`config.mk`:
```
export PLATFORM = sky130hd
export DESIGN_NAME = gpr_wb_arbiter
export DESIGN_NICKNAME = d
export VERILOG_FILES = /design/src/rtl/mips_lite_pkg.sv /design/src/rtl/gpr_wb_arbiter_rr_arb2.sv /design/src/rtl/gpr_wb_arbiter.sv
export SDC_FILE = /design/constraint.sdc
export NUM_CORES = 1
export LEC_CHECK = 0
export CAP_MARGIN = 20
export CORE_MARGIN = 2
export CORE_UTILIZATION = 27
export DETAILED_ROUTE_END_ITERATION = 7
export GPL_TIMING_DRIVEN = 0
export PLACE_DENSITY = 0.62
export SYNTH_ARGS = -nofsm -noshare
export SYNTH_HDL_FRONTEND = slang
export SYNTH_SLANG_ARGS = --single-unit
```
`constraint.sdc`:
```
create_clock -name clk -period 1.9 [get_ports clk]
set_input_delay 0.38 -clock clk [delete_from_list [all_inputs] [get_ports clk]]
set_output_delay 0.38 -clock clk [all_outputs]
set_load 0.02 [all_outputs]
```
`src/rtl/mips_lite_pkg.sv`:
```
// mips_lite_pkg: constants shared by the register file and its writeback arbiter
package mips_lite_pkg;
    localparam int DW = 32;
    localparam int AW = 5;
    localparam logic [AW-1:0] REG_ZERO = 5'd0;
endpackage

```
`src/rtl/gpr_wb_arbiter_rr_arb2.sv`:
```
// rr_arb2: two-way round-robin arbiter that owns the last_grant register
module rr_arb2 (
    input  logic       clk,
    input  logic       rst,
    input  logic       hold,
    input  logic [1:0] req,
    output logic [1:0] gnt
);
    logic last_q;
    logic last_d;
    // Grant the sole requester, or on a tie the one not served last; record the winner
    always_comb begin
        gnt[0] = !hold && req[0] && (!req[1] || last_q);
        gnt[1] = !hold && req[1] && (!req[0] || !last_q);
        last_d = gnt[1] ? 1'b1 : (gnt[0] ? 1'b0 : last_q);
    end
    // last_grant resets to 1 so req0 wins the first tie
    always_ff @(posedge clk or posedge rst) begin
        if (rst) last_q <= 1'b1;
        else     last_q <= last_d;
    end
endmodule

```
`src/rtl/gpr_wb_arbiter.sv`:
```
// gpr_wb_arbiter: shares the gpr write port between two writeback requesters with forwarding
module gpr_wb_arbiter
    import mips_lite_pkg::*;
#(
    parameter int DW = mips_lite_pkg::DW,
    parameter int AW = mips_lite_pkg::AW
) (
    input  logic          clk,
    input  logic          rst,
    input  logic          hold,
    input  logic          wb0_valid,
    input  logic [AW-1:0] wb0_addr,
    input  logic [DW-1:0] wb0_data,
    output logic          wb0_ready,
    input  logic          wb1_valid,
    input  logic [AW-1:0] wb1_addr,
    input  logic [DW-1:0] wb1_data,
    output logic          wb1_ready,
    output logic          SIG_RF_W,
    output logic [AW-1:0] reg_write,
    output logic [DW-1:0] data_write,
    input  logic [AW-1:0] rd_addr1,
    input  logic [AW-1:0] rd_addr2,
    output logic          fwd_hit1,
    output logic          fwd_hit2,
    output logic [DW-1:0] fwd_data1,
    output logic [DW-1:0] fwd_data2
);
    logic [1:0]    gnt;
    logic          we_q, we_d;
    logic [AW-1:0] addr_q, addr_d, win_addr;
    logic [DW-1:0] data_q, data_d;

    // Reset also masks grants so no handshake completes while the block is in reset
    rr_arb2 u_arb (
        .clk  (clk),
        .rst  (rst),
        .hold (hold | rst),
        .req  ({wb1_valid, wb0_valid}),
        .gnt  (gnt)
    );

    assign wb0_ready = gnt[0];
    assign wb1_ready = gnt[1];

    // Stage the winner; writes to $0 handshake normally but never raise the write enable
    always_comb begin
        win_addr = gnt[1] ? wb1_addr : wb0_addr;
        we_d     = |gnt && (win_addr != AW'(REG_ZERO));
        addr_d   = |gnt ? win_addr : addr_q;
        data_d   = |gnt ? (gnt[1] ? wb1_data : wb0_data) : data_q;
    end

    // Output stage drains every cycle since gpr commits unconditionally
    always_ff @(posedge clk or posedge rst) begin
        if (rst) begin
            we_q   <= 1'b0;
            addr_q <= '0;
            data_q <= '0;
        end else begin
            we_q   <= we_d;
            addr_q <= addr_d;
            data_q <= data_d;
        end
    end

    assign SIG_RF_W   = we_q;
    assign reg_write  = addr_q;
    assign data_write = data_q;

    // Staged-but-uncommitted write is visible to readers; $0 never forwards
    always_comb begin
        fwd_hit1  = we_q && (addr_q == rd_addr1) && (rd_addr1 != AW'(REG_ZERO));
        fwd_hit2  = we_q && (addr_q == rd_addr2) && (rd_addr2 != AW'(REG_ZERO));
        fwd_data1 = fwd_hit1 ? data_q : '0;
        fwd_data2 = fwd_hit2 ? data_q : '0;
    end
endmodule

```
==> results of run 1 <==
==> cell families (layout without fill, tap and decap cells) <==
kind of cell / Yosys count / after routing / synth area share (%)
AOI/OAI and AO/OA: 113 / 113 / 28.4
buffers and inverters: 112 / 351 / 16.8
and+or+nand+nor: 91 / 92 / 19.8
DFF: 39 / 39 / 33.0
xor gates and xnor gates: 7 / 7 / 2.07
==> cell type report <==
| type | count | area [sq um] | area share (%) |
|---|---|---|---|
| Multi-Input combinational cell | 212 | 2480 | 37.0 |
| Timing Repair Buffer | 234 | 2280 | 34.0 |
| Sequential cell | 39 | 983 | 14.7 |
| Buffer | 41 | 418 | 6.23 |
| Inverter | 68 | 256 | 3.82 |
| Tap cell | 140 | 175 | 2.61 |
| Clock buffer | 6 | 72.6 | 1.08 |
| Clock inverter | 2 | 37.5 | 0.559 |
==> worst max-delay path: cells and delay by family <==
| family | cells | cell delay (ns) |
|---|---|---|
| AO/OA/AOI/OAI | 1 | 0.56 |
| buffers and inverters | 4 | 0.99 |
| AND/OR/NAND/NOR | 1 | 0.16 |
==> stage by stage <==
stage	hold slack [ns]	total power (uW)	util (%)	setup TNS, ns
CTS	0.497	4380	61.0	-27.30
floorplan	0.540	2190	-	-8.14
finish	0.510	4460	62.2	-28.76
detailed placement	0.568	2990	51.5	-76.19
global route	0.532	4660	62.2	-33.41
global placement	0.561	2960	51.5	-88.86
==> report_power, final <==
part	switching [uW]	leakage, uW	internal (uW)
logic	1420	0.00221	1150
registers	197	0.000476	998
clock network	308	0.0000514	392
==> state kept, by name (all words and copies together) (netlist names) <==
name / count
reg_write: 5
SIG_RF_W: 1
u_arb.last_q: 1
data_write: 32
==> how the worst max path moves through the flow <==
stage,start,endpoint,slack (ns),depth (start not counted)
floorplan,reg_write[2]$_DFFE_PP0P_,fwd_data1[0],-0.15,4
global placement,rd_addr2[1],fwd_data2[16],-1.13,6
detailed placement,rd_addr2[1],fwd_data2[18],-1.13,6
CTS,reg_write[2]$_DFFE_PP0P_,fwd_data2[21],-0.53,6
global route,reg_write[2]$_DFFE_PP0P_,fwd_data2[31],-0.61,6
finish,rd_addr2[4],fwd_data2[22],-0.57,6
==> metal layers <==
metal  wire [microns]  vias to the layer above  share of wire, %
li1                 -                     1852                 -
met3              776                       26               5.2
met4              361                        0               2.4
met2             7720                      161                52
met1             6010                     1994                40
met5                0                        -                 0
==> cell usage after synthesis (3+ instances only) <==
cell and number:
buf_2 8, o21a_1 4, buf_6 9, inv_1 67
and3_1 4, nor2_1 5, o2111ai_1 33, dfrtp_1 38
clkbuf_1 27, nor3_1 3, o21ai_0 33, o211ai_1 33
xnor2_1 5, a311o_1 4, nand2_1 3, nor4_1 61
==> timing repair <==
item                                    in CTS  in global routing
endpoints found under the setup margin      68                 71
pin swaps                                   13                  4
hold endpoints to repair                     0                  0
gates cloned                                11                  0
resized for setup                          517                 25
buffers inserted                            28                  4
hold buffers                                 0                  0
==> impl_metrics.env, run 1 <==
export IMPL_status="finished with violations"
export IMPL_violations="setup timing"
export IMPL_synth_area_leader_cell="dfrtp_1"
export IMPL_finalCritPeriodShare_pct=130
export IMPL_rsz0062_at_grt="yes"
export IMPL_synthArstFlopShare_pct=100
export IMPL_maxCapViolations=0
export IMPL_ys_flop_type="dfrtp_1"
export IMPL_h_tree_depth=2
export IMPL_die_area_sq_um=11800
export IMPL_yosysSeqAreaShare_pct=33.0
export IMPL_finClkSkew_ns=0.00997
export IMPL_synth_area_sq_um=2960
export IMPL_dpl_cell_area_sq_um=5560
export IMPL_final_common_cell="clkdlybuf4s50_1"
export IMPL_clkLatencyLatePin_ns=0.30
export IMPL_required_ns=1.52
export IMPL_met2_usage_pct=42.4
export IMPL_min_period_ns=2.47
export IMPL_crit_path_start_kind="input port"
export IMPL_pre_cts_ws_ns=-1.13
export IMPL_slew_violations=0
export IMPL_max_stage_delay_ns=0.56
export IMPL_dpl_hpwl_mm=10.6
export IMPL_place_inst=695
export IMPL_rows=38
export IMPL_irDropWorstVdd_v=0.000329
export IMPL_post_synth_num_cell_types=35
export IMPL_core_area_sq_um=10800
export IMPL_synth_area_top_cells="dfrtp_1 (32%), nor4_1 (13%), o2111ai_1 (9.8%)"
export IMPL_ios=195
export IMPL_use_met3_pct=3.71
export IMPL_critical_path_slowest_cell="a2111o_2"
export IMPL_grt_max_degree=40
export IMPL_cp_common_cell="buf_12"
export IMPL_die_w_microns=109
export IMPL_avgSynthCellArea_sq_um=8.19
export IMPL_rr_worst_depth=4
export IMPL_cp_data_arrival_time_ns=2.09
export IMPL_grt_busiest_layer="met2"
export IMPL_grt_pass1_vias=4064
export IMPL_via_per_inst=5.44
export IMPL_drc=0
export IMPL_antenna_found_initial=0
export IMPL_cts_buffer_depth=2
export IMPL_hold_path_class="input port to asynchronous set/reset pin"
export IMPL_grt_ovfl_total=0
export IMPL_fin_cells=742
export IMPL_syn_instance_count=362
export IMPL_nets=690
export IMPL_drive_above_1_share_pct=38.9
export IMPL_end_kind="output port"
export IMPL_yosys_area_top_type_share_pct=32.1
export IMPL_path_max_fanout=7
export IMPL_p_leak_uw=0.00274
export IMPL_first_pass_iters=5
export IMPL_die_h_microns=109
export IMPL_synth_edf_count=0
export IMPL_cts_sinks=39
export IMPL_cts_tree="yes"
export IMPL_worst_slack_ns=-0.570
export IMPL_critical_path_class="input port to output port"
export IMPL_grt_usage_pct=24.2
export IMPL_max_slew_margin_pct=43.7
export IMPL_nFillCells=873
export IMPL_design_area_sq_um=6710
export IMPL_ys_ff_latch=39
export IMPL_finalHoldViolations=0
export IMPL_start_util_pct=27.5
export IMPL_grt_first_pass_wirelength_mm=22.3
export IMPL_syn_nets=451
export IMPL_clockRootBuffer="clkbuf_8"
export IMPL_ys_warn_count=0
export IMPL_r2r_start="u_arb.last_q$_DFFE_PP1P_"
export IMPL_setup_viol=66
export IMPL_rrSetupSlack_ns=0.36
export IMPL_port_buffers=193
export IMPL_r2r_end="data_write[3]$_DFFE_PP0P_"
export IMPL_diodes=0
export IMPL_power_density_nw_per_um2=665
export IMPL_wire_per_inst_microns=20.0
export IMPL_worst_slew_pin_slew_ns=0.843
export IMPL_layout_common_cells="clkdlybuf4s50_1 (110), buf_4 (78), inv_1 (66), nor4_4 (56)"
export IMPL_routed_wl_mm=14.9
export IMPL_crit_chain="clkdlybuf4s50_1 -> a2111o_2 -> buf_12 -> buf_12 -> nor4_4 -> buf_4"
export IMPL_grtUsageMet1_pct=30.4
export IMPL_area_growth_pct=126
export IMPL_ant_nets=0
export IMPL_gp_congestion=0.868
export IMPL_dr_first_iter_drc_count=179
export IMPL_fmax_mhz=405
export IMPL_clk_pin_slew_worst_paths_ns=0.09
export IMPL_cts_buffers=5
export IMPL_vias=4033
Note: power is estimated with default switching activity, not from simulation.
==> inputs of run 2 (changes only) <==
--- a/config.mk
+++ b/config.mk
@@ -11,6 +11,7 @@
 export DETAILED_ROUTE_END_ITERATION = 7
 export GPL_TIMING_DRIVEN = 0
 export PLACE_DENSITY = 0.62
+export SLEW_MARGIN = 0
 export SYNTH_ARGS = -nofsm -noshare
 export SYNTH_HDL_FRONTEND = slang
 export SYNTH_SLANG_ARGS = --single-unit
==> results of run 2 <==
Same layout as run 1: the final DEF is identical, and so are final timing and power.
==> inputs of run 3 (changes only) <==
--- a/config.mk
+++ b/config.mk
@@ -6,7 +6,8 @@
 export NUM_CORES = 1
 export LEC_CHECK = 0
 export CAP_MARGIN = 20
-export CORE_MARGIN = 2
+export CORE_ASPECT_RATIO = 1.75
+export CORE_MARGIN = 4
 export CORE_UTILIZATION = 27
 export DETAILED_ROUTE_END_ITERATION = 7
 export GPL_TIMING_DRIVEN = 0
==> impl_metrics.env, run 3 (same netlist as run 1, synthesis figures left out) <==
export IMPL_nets=697
export IMPL_min_period_ns=2.43
export IMPL_finalCritPeriodShare_pct=128
export IMPL_die_h_microns=147
export IMPL_power_density_nw_per_um2=675
export IMPL_slew_violations=0
export IMPL_rows=50
export IMPL_fmax_mhz=411
export IMPL_cts_sinks=39
export IMPL_gp_congestion=0.825
export IMPL_antenna_found_initial=0
export IMPL_timing_hold_ws_ns=0.527
export IMPL_drc=0
export IMPL_area_growth_pct=133
export IMPL_p_leak_uw=0.00281
export IMPL_dr_first_iter_drc_count=200
export IMPL_final_common_cell="clkdlybuf4s50_1"
export IMPL_setup_viol=66
export IMPL_fin_cells=739
export IMPL_wire_per_inst_microns=21.6
export IMPL_regArea_sq_um=981
export IMPL_grt_first_pass_wirelength_mm=24.7
export IMPL_die_w_microns=87.2
export IMPL_cp_data_arrival_time_ns=2.05
export IMPL_place_inst=685
export IMPL_diodes=0
export IMPL_die_area_sq_um=12800
export IMPL_start_util_pct=27.7
export IMPL_finalHoldViolations=0
export IMPL_layout_common_cells="clkdlybuf4s50_1 (112), buf_4 (80), inv_1 (66), nor4_4 (57), dfrtp_1 (35)"
export IMPL_routed_wl_mm=16.0
export IMPL_finClkSkew_ns=0.00547
export IMPL_ant_nets=0
export IMPL_violations="setup timing"
export IMPL_cts_hold_buffers=0
export IMPL_cts_tree="yes"
export IMPL_end_kind="output port"
export IMPL_cts_buffer_depth=2
export IMPL_largest_register_ffs=32
export IMPL_maxCapViolations=0
export IMPL_required_ns=1.52
export IMPL_clk_pin_slew_worst_paths_ns=0.06
export IMPL_drive_above_1_share_pct=40.2
export IMPL_port_buffers=193
export IMPL_rsz0062_at_grt="yes"
export IMPL_ios=195
export IMPL_via_per_inst=5.48
export IMPL_rrSetupSlack_ns=0.36
export IMPL_first_pass_iters=5
export IMPL_worst_slack_ns=-0.531
export IMPL_h_tree_depth=2
export IMPL_grt_ovfl_total=0
export IMPL_worst_slew_pin_slew_ns=0.882
export IMPL_cts_buffers=5
export IMPL_clkLatencyLatePin_ns=0.28
export IMPL_max_slew_margin_pct=41.1
export IMPL_crit_path_start_kind="flop"
export IMPL_clockRootBuffer="clkbuf_16"
export IMPL_critical_path_class="flop to output port"
export IMPL_grt_usage_pct=24.9
export IMPL_status="finished with violations"
export IMPL_multi_input_area_sq_um=2530
export IMPL_grt_pass1_vias=4404
export IMPL_dpl_hpwl_mm=11.3
export IMPL_irDropWorstVdd_v=0.000419
export IMPL_grt_max_degree=40
export IMPL_core_area_sq_um=10700
export IMPL_vias=4050
export IMPL_path_max_fanout=5
export IMPL_hold_path_class="input port to flop"
export IMPL_nFillCells=879
[run 3: area by class of cell]
class | count | share of cell area (%)
inverters | 68 | 3.71
clock inverters | 1 | 0.0725
clock buffers | 7 | 1.92
flip-flops and latches | 39 | 14.2
plain buffers | 43 | 6.87
well taps | 130 | 2.36
multi-input cells | 211 | 36.6
repair buffers | 240 | 34.3
[run 3: power breakdown]
group	leakage [uW]	switching (uW)	internal (uW)	total (uW)
Sequential	0.000478	160	998	1160
Combinational	0.00226	1470	1220	2690
Clock	0.0000679	330	485	815
[run 3: per-layer routing]
layer / part of all wire, % / track usage, % / up-vias / wire length, microns
met5: 0 / 0 / - / 0
met4: 3.9 / 9.68 / 0 / 624
met3: 4.7 / 2.82 / 36 / 752
met2: 58 / 49.1 / 165 / 9320
met1: 33 / 25.2 / 1983 / 5290
li1: - / - / 1866 / -
[run 3: critical path, cell delays in order, from the launching register on]
cell and delay [ns]:
dfrtp_2 0.44, nor2b_4 0.14, a2111o_2 0.54, buf_6 0.18, buf_12 0.14, nor4_4 0.14
buf_4 0.18
[run 3: worst paths after layout]
check,startpoint,to,depth (start not counted)
max,reg_write[1]$_DFFE_PP0P_,fwd_data2[16],6
min,wb0_valid,data_write[19]$_DFFE_PP0P_,3
max reg2reg,u_arb.last_q$_DFFE_PP1P_,data_write[7]$_DFFE_PP0P_,4
max in group asynchronous,rst,reg_write[0]$_DFFE_PP0P_,2
min in group asynchronous,rst,data_write[0]$_DFFE_PP0P_,2
min reg2reg,data_write[16]$_DFFE_PP0P_,data_write[16]$_DFFE_PP0P_,2
[run 3: timing repair]
action,CTS,global route
setup endpoints to repair,94,75
gates cloned,14,0
setup buffers,29,8
pin swaps,29,13
gates resized for setup,539,31
[run 3: metrics by stage]
stage	power, uW	instance area, sq um	util (%)	setup WS (ns)	setup TNS [ns]
after CTS	4600	6790	63.5	-0.544	-26.26
final	4670	6910	64.6	-0.531	-27.05
after global routing	4870	6910	64.6	-0.588	-31.03
after detailed placement	3000	5550	51.8	-1.23	-85.09
after floorplan	2190	3450	-	-0.148	-8.14
after global placement	2960	5550	51.8	-1.21	-97.06
==> variant 1, RTL diff (config.mk and constraints of run 3) <==
`DW`: 32 -> 36.
--- a/src/rtl/mips_lite_pkg.sv
+++ b/src/rtl/mips_lite_pkg.sv
@@ -1,6 +1,6 @@
 // mips_lite_pkg: constants shared by the register file and its writeback arbiter
 package mips_lite_pkg;
-    localparam int DW = 32;
+    localparam int DW = 36;
     localparam int AW = 5;
     localparam logic [AW-1:0] REG_ZERO = 5'd0;
 endpackage
Interface: changed (5 resized); port bits go from 195 to 215. The function was not compared with the original's and may differ.
==> variant 1 against run 3 <==
- the flow still finishes with violations (setup timing)
- design area is 9.7% higher
- worst setup slack better by 0.19 ns
- routed wire length is 11% higher
- combinational power is 7.4% higher
- area after synthesis is 8.9% higher
- sequential share of layout area is 0.095 points higher
- total power is 11% higher
- sequential cell count is 4 higher
- via count is 4.8% higher
- core utilization is 0.51 points higher
- critical endpoint is now fwd_data2[11]
- largest cell class unchanged
==> variant 1: results (changes against run 3) <==
{| class="wikitable"
! Metric !! Value
|-
| Number of port buffers || 214 (+11%)
|-
| Post-CTS repair timing setup buffer count || 23 (-21%)
|-
| Cell with the largest stage delay on the worst path || sky130_fd_sc_hd__dfrtp_2
|-
| Flip-flop count of the largest register after layout || 36 (+13%)
|-
| Pin count of the biggest net entering global routing || 27 (-33%)
|-
| Transition time at the pin with the least slew margin || 0.548 ns (-0.333 ns)
|-
| Largest voltage drop on the vdd net || 0.394 mV (-6.0%)
|-
| Fin Setup TNS || -21.26 ns (+5.79 ns)
|-
| Initial DRC Count || 218 (+9.0%)
|-
| Largest delay contributor family on the critical path || flip-flops
|-
| NetSw || 2.04 mW (+4.1%)
|-
| Static leakage power || 3.37 nW (+20%)
|-
| Final weighted congestion of routability-driven global placement || 0.809 (-1.9%)
|-
| Routed wire length on met2 || 10.0 mm (+7.4%)
|-
| Vias in the first global route || 4555 (+3.4%)
|-
| Overall power of the completed layout || 5.18 mW (+11%)
|-
| Post-detail-place hpwl || 12.8 mm (+13%)
|-
| Worst Path Arrival || 1.87 ns (-0.18 ns)
|-
| Worst hold slack || 0.327 ns (-0.201 ns)
|-
| Minimum setup slack in the final design || -0.346 ns (+0.185 ns)
|-
| Flop2flop setup slack || 0.19 ns (-0.17 ns)
|-
| Logic gate share of total power || 0.558 (-0.019)
|-
| Total nets after synthesis || 459 (+1.8%)
|-
| Post-route standard cell area excluding fillers || 7580 sq um (+9.7%)
|-
| Hold WC Path Type || in2async
|-
| GR Util All Layers || 0.253 (+0.00482)
|-
| Failing checks || setup timing
|-
| Result of the run || finished with violations
|-
| Count of final setup violators || 74 (+12%)
|-
| Via density per instance || 5.61 (+2.3%)
|-
| Met1 global-route usage || 0.277 (+0.0242)
|}
## variant 1: cell types whose count changed after synthesis, moves of 2 or more
cell	delta
sky130_fd_sc_hd__nor4b_1	+71
sky130_fd_sc_hd__o2111ai_1	+4
sky130_fd_sc_hd__buf_6	-3
sky130_fd_sc_hd__inv_1	-27
sky130_fd_sc_hd__buf_2	-6
sky130_fd_sc_hd__nor4_2	-2
sky130_fd_sc_hd__clkbuf_1	+13
sky130_fd_sc_hd__nor4_1	-60
sky130_fd_sc_hd__dfrtp_1	+4
sky130_fd_sc_hd__o21ai_0	+4
sky130_fd_sc_hd__o211ai_1	+4
sky130_fd_sc_hd__xor2_1	-2
sky130_fd_sc_hd__xnor2_1	+3
## variant 1: area by class of cell
cell class / instances / share of cell area
sequential: 43 / 0.143
multi-input combinational: 232 / 0.394
timing repair buffer: 250 / 0.326
clock buffer: 8 / 0.0206
tap: 135 / 0.0223
inverter: 40 / 0.0198
antenna: 2 / 0.000660
buffer: 47 / 0.0741
==> variant 2, RTL diff (config.mk and constraints of run 3) <==
Without the edit above. Take the reset off `addr_q` and load it in a clocked block of its own.
--- a/src/rtl/gpr_wb_arbiter.sv
+++ b/src/rtl/gpr_wb_arbiter.sv
@@ -55,13 +55,15 @@
     always_ff @(posedge clk or posedge rst) begin
         if (rst) begin
             we_q   <= 1'b0;
-            addr_q <= '0;
             data_q <= '0;
         end else begin
             we_q   <= we_d;
-            addr_q <= addr_d;
             data_q <= data_d;
         end
+    end
+
+    always_ff @(posedge clk) begin
+        addr_q <= addr_d;
     end
 
     assign SIG_RF_W   = we_q;
Formal check against the unedited RTL: differs if rst is asserted again (counterexample within 4 cycles, from zero or initial values and one cycle with rst high); with rst held inactive, the same outputs for 10 cycles.
==> variant 2 against run 3 <==
- worst setup slack better by 0.14 ns
- area after synthesis decreased by 5.1%
- sequential cell count unchanged
- routed wire length rose by 0.88%
- cell count down 7.2%
- largest cell class unchanged
- total power shrank 2.7%
- design area is essentially flat
- clock power up 30%
- clock skew up 0.0068 ns
- maximum frequency increased by 6.2%
- via count shrank 5.3%
- the flow still finishes with violations (setup timing)
- combinational power is 18% lower
==> variant 2: results (changes against run 3) <==
{| class="wikitable"
! Metric !! Value
|-
| Length of the first detailed-routing pass in iterations || 4 (-1)
|-
| Worst r2r dst || data_write[6]
|-
| Most used flip-flop cell after synthesis || sky130_fd_sc_hd__dfrtp_1
|-
| Vias in the first global route || 4140 (-6.0%)
|-
| Proportion of register bits with asynchronous set or reset after synthesis || 0.872 (-0.128)
|-
| Biggest area contributors in the synthesized netlist || sky130_fd_sc_hd__dfrtp_1 29%, sky130_fd_sc_hd__nor4b_1 20%, sky130_fd_sc_hd__a31oi_1 7.1%
|-
| Failing checks || setup timing
|-
| Largest delay contributor family on the critical path || buffers and inverters
|-
| Final net count || 647 (-7.2%)
|-
| Post-detail-place hpwl || 11.0 mm (-2.7%)
|-
| Worst Path Arrival || 1.91 ns (-0.14 ns)
|-
| Max-slew headroom at the worst pin || 0.474 (+0.0626)
|-
| GR Util All Layers || 0.254 (+0.00555)
|-
| Cell count of the worst reg-to-reg path || 4 (unchanged)
|-
| Result of the run || finished with violations
|-
| Count of final setup violators || 66 (unchanged)
|-
| Number of different library cells in the post-synthesis netlist || 27 (-23%)
|-
| Peak per-stage delay on the critical path || 0.50 ns (-0.04 ns)
|-
| Total nets after synthesis || 413 (-8.4%)
|-
| Number of enable flip-flop cells after synthesis || 5 (+5)
|-
| Worst-Skew Late Latency || between 0.2 and 0.3 ns
|-
| Hold WC Path Type || in2async
|-
| Flop2flop setup slack || 0.16 ns (-0.20 ns)
|-
| Seq/Total Area, Yosys || 0.356 (+0.0265)
|-
| Pin count of the biggest net entering global routing || 35 (-13%)
|-
| Worst-case setup slack after placement || -1.20 ns (+0.0339 ns)
|-
| First-pass GRT wire length || 24.1 mm (-2.2%)
|-
| Largest voltage drop on the vdd net || 0.389 mV (-7.2%)
|-
| Root cell of the clock tree || sky130_fd_sc_hd__clkbuf_16
|-
| Final weighted congestion of routability-driven global placement || 0.857 (+3.8%)
|-
| Post-detailed-route wirelength per cell || 23.5 um (+8.7%)
|-
| Largest fanout of any net on the critical path || 6 (+1)
|-
| Mapped Cells || 324 (-10%)
|-
| Minimum setup slack in the final design || -0.390 ns (+0.141 ns)
|-
| Via density per instance || 5.59 (+2.0%)
|-
| Fraction of layout cells with a size suffix above 1 || 0.445 (+0.0431)
|-
| Static leakage power || 2.91 nW (+3.8%)
|-
| Worst clock skew || 0.0123 ns (+0.00680 ns)
|-
| Cell with the largest stage delay on the worst path || sky130_fd_sc_hd__edfxtp_1
|-
| Number of clock buffers inserted by TritonCTS || 5 (unchanged)
|-
| Initial DRC Count || 179 (-11%)
|-
| Most instantiated cells after synthesis || 64 x sky130_fd_sc_hd__nor4b_1, 36 x sky130_fd_sc_hd__clkbuf_1, 34 x sky130_fd_sc_hd__nor3_1
|}
variant 2: changes by cell type after synthesis, moves of 9 or more:
cell                        delta
sky130_fd_sc_hd__nor4_1       -61
sky130_fd_sc_hd__a31oi_1      +31
sky130_fd_sc_hd__o211ai_1     -33
sky130_fd_sc_hd__clkbuf_1      +9
sky130_fd_sc_hd__o2111ai_1    -33
sky130_fd_sc_hd__inv_1        -65
sky130_fd_sc_hd__nand4_1      +30
sky130_fd_sc_hd__nor4b_1      +63
sky130_fd_sc_hd__nor3_1       +31
variant 2: cells by family after synthesis:
| kind of cell | count (synthesis) | share of synthesized area |
|---|---|---|
| xor+xnor | 8 | 0.0249 |
| flops | 39 | 0.356 |
| mux | 5 | 0.0227 |
| simple gates | 152 | 0.375 |
| buf+inv | 50 | 0.0809 |
| compound gates | 70 | 0.140 |
variant 2: worst max-delay path by stage:
| stage | cells after the start | slack, ns | end | from |
|---|---|---|---|---|
| finish | 7 | -0.39 | fwd_data2[9] | reg_write[4] |
| global route | 7 | -0.46 | fwd_data2[4] | reg_write[4] |
| global placement | 9 | -1.19 | wb1_ready | wb1_valid |
| floorplan | 7 | -0.11 | reg_write[0] | rst |
| CTS | 6 | -0.38 | fwd_data1[22] | reg_write[2] |
| detailed placement | 9 | -1.20 | wb1_ready | wb1_valid |
variant 2: per-layer routing:
layer | vias up | wire length, um | global-route usage
met2 | 146 | 9380 | 0.498
met1 | 1917 | 5720 | 0.279
met4 | 0 | 226 | 0.0626
li1 | 1756 | - | -
met5 | - | 0 | 0
met3 | 16 | 805 | 0.0387
variant 2: layout make-up:
cell class / instances / area, sq um
buffer: 41 / 509
clock buffer: 7 / 154
clock inverter: 1 / 30.0
fill: 795 / 3340
inverter: 2 / 7.51
multi-input combinational: 235 / 2700
sequential: 39 / 1000
tap: 127 / 159
timing repair buffer: 234 / 2340
variant 2: metrics by stage:
step / std cells / TNS [ns] / hold WS (ns) / instance area, sq um / utilization
2_1_floorplan: 324 / -1.77 / 0.506 / 3800 / -
4_1_cts: 674 / -21.25 / 0.388 / 6710 / 0.656
5_1_grt: 686 / -26.85 / 0.433 / 6900 / 0.674
3_5_place_dp: 644 / -93.17 / 0.528 / 5890 / 0.575
3_3_place_gp: 644 / -98.74 / 0.516 / 5890 / 0.575
6_report: 686 / -21.49 / 0.363 / 6900 / 0.674
variant 2: power by group:
group / switching [mW] / total [mW] / internal (mW)
clock: 0.359 / 1.06 / 0.701
combinational: 1.02 / 2.20 / 1.18
sequential: 0.244 / 1.28 / 1.04
total: 1.62 / 4.54 / 2.92
variant 2: repair_timing:
item,CTS,global route
cloned,9,3
pin swaps,32,23
buffers inserted,17,14
resized for setup,471,28
setup endpoints to repair,106,68
hold buffers,0,0
